<file path="src/rtl/exec_stage_mc.sv">
// exec_stage_mc: execute stage (ALU, NZCV flags, branch redirect, EX/MEM registers).
// Define EXEC_MUL_EN to add the iterative shift-add multiplier for aluMode 111.
module exec_stage_mc #(
  parameter int WIDTH = 24,
  parameter int REG_ADDR_W = 4,
  parameter int CNT_W = $clog2(WIDTH) + 1
) (
  input  logic clk,
  input  logic reset,
  input  logic in_valid,
  output logic in_ready,
  input  logic stall,
  input  logic flush,
  input  logic memWe,
  input  logic regWe,
  input  logic writeRegFromAlu,
  input  logic pcWe,
  input  logic flagsWe,
  input  logic [2:0] aluMode,
  input  logic [WIDTH-1:0] op1,
  input  logic [WIDTH-1:0] op2,
  input  logic [WIDTH-1:0] pcm4,
  input  logic [WIDTH-1:0] dataToWrite,
  input  logic [REG_ADDR_W-1:0] regToWrite,
  output logic out_valid,
  output logic memWeOut,
  output logic regWeOut,
  output logic writeRegFromAluOut,
  output logic [REG_ADDR_W-1:0] regToWriteOut,
  output logic [WIDTH-1:0] resultOut,
  output logic [WIDTH-1:0] dataToWriteOut,
  output logic [3:0] flags,
  output logic redirect,
  output logic [WIDTH-1:0] newPc
);
  typedef enum logic {IDLE, MUL_BUSY} state_t;
  state_t state, state_nxt;
  logic [WIDTH-1:0] real_op1, alu_res;
  logic [WIDTH:0] sum, diff;
  logic alu_c, alu_v, accept, is_mul, shift_big;
  logic [3:0] alu_flags;
  assign real_op1 = pcWe ? pcm4 : op1;
  assign sum = {1'b0, real_op1} + {1'b0, op2};
  assign diff = {1'b0, real_op1} - {1'b0, op2};
  assign shift_big = op2 >= WIDTH'(WIDTH);
  assign in_ready = reset && state == IDLE && !stall && !flush;
  assign accept = in_valid && in_ready;
  assign alu_flags = {alu_res[WIDTH-1], alu_res == '0, alu_c, alu_v};
  always_comb begin
    alu_res = op2;
    alu_c = 1'b0;
    alu_v = 1'b0;
    case (aluMode)
      3'b000: begin
        alu_res = sum[WIDTH-1:0];
        alu_c = sum[WIDTH];
        alu_v = (real_op1[WIDTH-1] == op2[WIDTH-1]) && (sum[WIDTH-1] != real_op1[WIDTH-1]);
      end
      3'b001: begin
        alu_res = diff[WIDTH-1:0];
        alu_c = !diff[WIDTH];
        alu_v = (real_op1[WIDTH-1] != op2[WIDTH-1]) && (diff[WIDTH-1] != real_op1[WIDTH-1]);
      end
      3'b010: alu_res = real_op1 & op2;
      3'b011: alu_res = real_op1 | op2;
      3'b100: alu_res = real_op1 ^ op2;
      3'b101: alu_res = shift_big ? '0 : real_op1 << op2;
      3'b110: alu_res = shift_big ? '0 : real_op1 >> op2;
      default: alu_res = op2;
    endcase
  end
`ifdef EXEC_MUL_EN
  logic [2*WIDTH-1:0] acc, mc, step_acc;
  logic [WIDTH-1:0] mp, mul_lo, m_data;
  logic [CNT_W-1:0] cnt;
  logic [REG_ADDR_W-1:0] m_rd;
  logic [3:0] mul_flags;
  logic m_mwe, m_rwe, m_wrfa, m_pwe, m_fwe, mul_done;
  assign is_mul = aluMode == 3'b111;
  assign step_acc = acc + (mp[0] ? mc : '0);
  assign mul_lo = step_acc[WIDTH-1:0];
  assign mul_flags = {mul_lo[WIDTH-1], mul_lo == '0, |step_acc[2*WIDTH-1:WIDTH], 1'b0};
  assign mul_done = state == MUL_BUSY && cnt == CNT_W'(WIDTH - 1) && !stall;
  always_comb state_nxt = flush ? IDLE : (accept && is_mul) ? MUL_BUSY : mul_done ? IDLE : state;
  // Once all multiplier bits are consumed further steps add nothing, so a stalled completion holds the product.
  always_ff @(posedge clk or negedge reset) begin
    if (!reset) begin
      acc <= '0;
      mc <= '0;
      mp <= '0;
      cnt <= '0;
      m_rd <= '0;
      m_data <= '0;
      {m_mwe, m_rwe, m_wrfa, m_pwe, m_fwe} <= '0;
    end else if (accept && is_mul) begin
      acc <= '0;
      mc <= {{WIDTH{1'b0}}, real_op1};
      mp <= op2;
      cnt <= '0;
      m_rd <= regToWrite;
      m_data <= dataToWrite;
      {m_mwe, m_rwe, m_wrfa, m_pwe, m_fwe} <= {memWe, regWe, writeRegFromAlu, pcWe, flagsWe};
    end else if (state == MUL_BUSY) begin
      acc <= step_acc;
      mc <= mc << 1;
      mp <= mp >> 1;
      if (cnt != CNT_W'(WIDTH - 1)) cnt <= cnt + 1'b1;
    end
  end
`else
  assign is_mul = 1'b0;
  assign state_nxt = IDLE;
`endif
  always_ff @(posedge clk or negedge reset) begin
    if (!reset) state <= IDLE;
    else state <= state_nxt;
  end
  always_ff @(posedge clk or negedge reset) begin
    if (!reset) begin
      out_valid <= 1'b0;
      memWeOut <= 1'b0;
      regWeOut <= 1'b0;
      writeRegFromAluOut <= 1'b0;
      regToWriteOut <= '0;
      resultOut <= '0;
      dataToWriteOut <= '0;
      flags <= '0;
      redirect <= 1'b0;
      newPc <= '0;
    end else if (flush) begin
      out_valid <= 1'b0;
      memWeOut <= 1'b0;
      regWeOut <= 1'b0;
      redirect <= 1'b0;
    end
`ifdef EXEC_MUL_EN
    else if (mul_done) begin
      out_valid <= 1'b1;
      memWeOut <= m_mwe;
      regWeOut <= m_rwe;
      writeRegFromAluOut <= m_wrfa;
      regToWriteOut <= m_rd;
      resultOut <= mul_lo;
      dataToWriteOut <= m_data;
      redirect <= m_pwe;
      if (m_pwe) newPc <= mul_lo;
      if (m_fwe) flags <= mul_flags;
    end
`endif
    else if (accept && !is_mul) begin
      out_valid <= 1'b1;
      memWeOut <= memWe;
      regWeOut <= regWe;
      writeRegFromAluOut <= writeRegFromAlu;
      regToWriteOut <= regToWrite;
      resultOut <= alu_res;
      dataToWriteOut <= dataToWrite;
      redirect <= pcWe;
      if (pcWe) newPc <= alu_res;
      if (flagsWe) flags <= alu_flags;
    end else if (!stall) begin
      out_valid <= 1'b0;
      memWeOut <= 1'b0;
      regWeOut <= 1'b0;
      redirect <= 1'b0;
    end
  end
endmodule
</file>
<file path="config.mk">
export PLATFORM = sky130hd
export DESIGN_NAME = exec_stage_mc
export DESIGN_NICKNAME = d
export VERILOG_FILES = /design/src/rtl/exec_stage_mc.sv
export SDC_FILE = /design/constraint.sdc
export NUM_CORES = 1
export LEC_CHECK = 0
export CAP_MARGIN = 0
export CORE_UTILIZATION = 60
export CTS_CLUSTER_DIAMETER = 100
export CTS_CLUSTER_SIZE = 24
export DETAILED_ROUTE_END_ITERATION = 12
export GPL_ROUTABILITY_DRIVEN = 0
export PLACE_DENSITY = 0.88
export SYNTH_ARGS = -nofsm -noshare
export SYNTH_HDL_FRONTEND = slang
export SYNTH_SLANG_ARGS = --single-unit
export TNS_END_PERCENT = 1
</file>
<file path="constraint.sdc">
create_clock -name clk -period 1.7 [get_ports clk]
set_clock_uncertainty 0.2 [all_clocks]
set_input_delay 0.255 -clock clk [delete_from_list [all_inputs] [get_ports clk]]
set_output_delay 0.255 -clock clk [all_outputs]
set_load 0.05 [all_outputs]
</file>
==> flow_summary.json, run 1 <==
{
  "outcome": "stopped before the end",
  "haltStage": "clock tree synthesis (4_1_cts)",
  "stop_error": "[ERROR DPL-0038] Utilization greater than 100%, impossible to legalize",
  "cts.sinks": 85,
  "start_util_pct": 62.26,
  "die_y_um": 139.5,
  "synth.net_count": 1669,
  "hpwlAfterDp_mm": 54.55,
  "numCtsBuffers": 9,
  "ys_warn_count": 0,
  "synth_most_common_cell": "nand2_1",
  "netlist_area_um2": 11340,
  "synth_seq_area_share_pct": 18.76,
  "synth.distinct_cells": 91,
  "htreeDepth": 3,
  "cts_setup_buffers": 30,
  "ys_ff_latch": 85,
  "synthTopCellsByCount": "281 x nand2_1, 110 x o21ai_0, 100 x nor2_1",
  "synth_cells": 1482,
  "rows": 49,
  "avgSynthCellArea_um2": 7.649,
  "synth_top_cell_by_area": "dfrtp_1",
  "pre_cts_ws_ps": -2968,
  "clk_path_buf_depth": 2,
  "ys.flop_type": "dfrtp_1",
  "clock-root-buffer": "clkbuf_16",
  "synth_top_area_share_pct": 18.76,
  "portBuffers": 198,
  "synth_area_leaders": "dfrtp_1 19%, mux4_2 9.3%, nand2_1 9.3%",
  "dieWidth_um": 139.5,
  "postCtsResizedCells": 295,
  "synth_edf_count": 0,
  "synthArstFlopShare_pct": 100.0,
  "cts_hold_buf": 0,
  "pin_count": 199
}
## logic make-up after synthesis
family	count (synthesis)	share of synthesized area, %
flops	85	18.76
compound gates	462	27.65
fa+ha+maj	74	8.300
buf+inv	182	6.678
xor+xnor	20	1.545
simple gates	547	21.37
mux	112	15.70
## metrics by stage
step	util [%]	cells	TNS, ps	hold slack (ps)	area (um^2)
3_3_place_gp	96.33	2287	-115560	258.4	17540
3_5_place_dp	96.33	2287	-136640	291.4	17540
2_1_floorplan	-	1482	-113710	-240.6	11420
==> run 2: changes to the inputs <==
--- a/config.mk
+++ b/config.mk
@@ -6,12 +6,10 @@
 export NUM_CORES = 1
 export LEC_CHECK = 0
 export CAP_MARGIN = 0
-export CORE_UTILIZATION = 60
-export CTS_CLUSTER_DIAMETER = 100
-export CTS_CLUSTER_SIZE = 24
+export CORE_UTILIZATION = 40
 export DETAILED_ROUTE_END_ITERATION = 12
 export GPL_ROUTABILITY_DRIVEN = 0
-export PLACE_DENSITY = 0.88
+export PLACE_DENSITY_LB_ADDON = 0.15
 export SYNTH_ARGS = -nofsm -noshare
 export SYNTH_HDL_FRONTEND = slang
 export SYNTH_SLANG_ARGS = --single-unit
==> run 2 against run 1 <==
The flow now finishes, with violations (negative setup slack). Synthesized area unchanged. Synthesized cell count unchanged.
==> flow_summary.json, run 2 <==
{
  "clk_path_buf_depth": 2,
  "ys_warn_count": 0,
  "crit_cells": 16,
  "final_common_cell": "buf_4",
  "dr_total_vias": 15110,
  "routed_wl_mm": 53.82,
  "crit_type": "input pin to flip-flop",
  "power_density_nw_per_um2": 712.0,
  "synth_top_area_share_pct": 18.76,
  "outcome": "finished, violations left",
  "min_period_ps": 3749,
  "cpMostUsedCell": "buf_4",
  "max_freq_mhz": 266.7,
  "rows": 61,
  "pin_count": 199,
  "synth_seq_area_share_pct": 18.76,
  "clkTransAtPathRegs_ps": 50,
  "ys.flop_type": "dfrtp_1",
  "hold_violations": 0,
  "grt_overflow_total": 0,
  "synthArstFlopShare_pct": 100.0,
  "crit_family": "buffers and inverters",
  "fin_crit_sh_pct": 220.5,
  "grt_pass1_vias": 14340,
  "detail-route-antenna-nets": 0,
  "synth_most_common_cell": "nand2_1",
  "hpwlAfterDp_mm": 42.05,
  "ir_worst_vdd_uv": 544.0,
  "netlist_area_um2": 11340,
  "grt_use_total_pct": 36.57,
  "cts.sinks": 85,
  "clock_latency_ps": 330,
  "htreeDepth": 3,
  "finalSetupTns_ps": -77700,
  "top_regs": "dataToWriteOut x24, newPc x24, resultOut x24",
  "antenna_found_initial": 0,
  "portBuffers": 198,
  "post_route_cells_drive_above_1_share_pct": 40.53,
  "grt_max_degree": 63,
  "grt_pass1_wl_mm": 80.87,
  "crit_chain": "clkdlybuf4s50_1 -> mux2i_4 -> buf_6 -> inv_2 -> buf_4 -> mux4_2 -> nor2_2 -> nor4_1 -> or3_1 -> a221oi_2 -> o31ai_1 -> buf_4 -> a22oi_1 -> and4_1 -> nand4_1 -> o31ai_2",
  "place_inst": 2444,
  "cp.required_ps": 1740,
  "cts_tree": "yes",
  "wl_per_cell_um": 21.81,
  "worstRegToRegCells": 1,
  "ys_ff_latch": 85,
  "die_y_um": 170.3,
  "dieWidth_um": 170.3,
  "synth_area_leaders": "dfrtp_1 19%, mux4_2 9.3%, nand2_1 9.3%",
  "nets": 2272,
  "start_util_pct": 40.69,
  "power_w": 0.01361,
  "synth.distinct_cells": 91,
  "worst_slack_ps": -2049,
  "dieArea_um2": 29020,
  "synth_top_cell_by_area": "dfrtp_1",
  "viasPerCell": 6.124,
  "setup_viol": 52,
  "max-slew-margin-rel_pct": 34.24,
  "mostFrequentLayoutCells": "494 x buf_4, 277 x nand2_1, 94 x o21ai_0, 92 x nor2_1, 88 x clkdlybuf4s50_1",
  "end_kind": "flip-flop",
  "grt_setup_unrepaired": "true",
  "synth_cells": 1482,
  "avgSynthCellArea_um2": 7.649,
  "diodes": 0,
  "synth_edf_count": 0,
  "hold_path_class": "input pin to async pin",
  "crit_buf_inv": 5,
  "synth.net_count": 1669,
  "drc": 0,
  "maxSlewViolCount": 0,
  "drtPass1Iterations": 6,
  "clock-root-buffer": "clkbuf_16",
  "drv_cap": 0,
  "synthTopCellsByCount": "281 x nand2_1, 110 x o21ai_0, 100 x nor2_1",
  "cpMaxStageDelayCell": "mux4_2",
  "cp.arrival_ps": 3790,
  "violations": "negative setup slack",
  "fp.coreArea_um2": 27860,
  "numCtsBuffers": 9,
  "drtIter0Drc": 1900,
  "startpoint_type": "input pin",
  "pre_cts_ws_ps": -2852,
  "p_leak_nw": 8.680,
  "max_slew.worst_pin.slew_ps": 986.5,
  "cp_max_fo": 5,
  "critPathMaxStageDelay_ps": 500,
  "syn_to_final_growth_pct": 68.68,
  "stdcell_count": 2468
}
run 2: cell counts after synthesis:
Identical to the previous run, type by type.
run 2: report_power, final:
| group | switching [W] | total [W] | internal (W) | leakage, nW |
|---|---|---|---|---|
| logic | 0.00474 | 0.00892 | 0.00418 | 7.46 |
| registers | 0.000445 | 0.00290 | 0.00246 | 1.08 |
| clock network | 0.000722 | 0.00179 | 0.00107 | 0.134 |
| total | 0.00591 | 0.0136 | 0.00770 | 8.68 |
run 2: what timing repair did:
item	CTS	global route
pin swaps	37	20
cloned	0	0
endpoints found under the setup margin	57	77
buffers inserted	5	2
gates resized for setup	178	54
hold buffers	1	0
hold endpoints to repair	23	0
run 2: cell families after synthesis:
group / synth area share, %
mux: 15.70
compound gates: 27.65
simple gates: 21.37
xor+xnor: 1.545
flops: 18.76
buf+inv: 6.678
fa+ha+maj: 8.300
run 2: area by class of cell:
class | instances | area [um^2]
Multi-Input combinational cell | 1215 | 9387
Fill cell | 2243 | 8737
Timing Repair Buffer | 698 | 6576
Sequential cell | 85 | 2127
Tap cell | 378 | 473.0
Inverter | 76 | 285.3
Clock buffer | 15 | 267.8
Clock inverter | 1 | 5.005
run 2: final timing paths:
path	start	endpoint	slack, ps
setup / recovery	op1[12]	flags[2]	-2050
hold reg to reg	regToWriteOut[0]	regToWriteOut[0]	280
max in group asynchronous	reset	newPc[19]	490
hold / removal	reset	resultOut[3]	50
min in group clk	flush	redirect	120
setup reg to reg	newPc[23]	newPc[23]	690
run 2: through the flow:
stage                     area, um^2  hold WS (ps)  util [%]
final                          19120         49.49     68.64
after global routing           19120         125.0     68.64
after CTS                      18900         76.13     67.83
after detailed placement       17830         94.72     64.02
after global placement         17830         94.61     64.02
after floorplan                11420        -240.6         -
run 2: layer usage:
| layer | share of wire (%) | vias to the layer above | GRT usage (%) |
|---|---|---|---|
| li1 | - | 6705 | - |
| met1 | 37 | 7103 | 44.37 |
| met2 | 45 | 1070 | 58.59 |
| met3 | 11 | 235 | 8.023 |
| met4 | 6.8 | 0 | 23.46 |
| met5 | 0 | - | 0 |
Note: power is estimated with default switching activity, not from simulation.
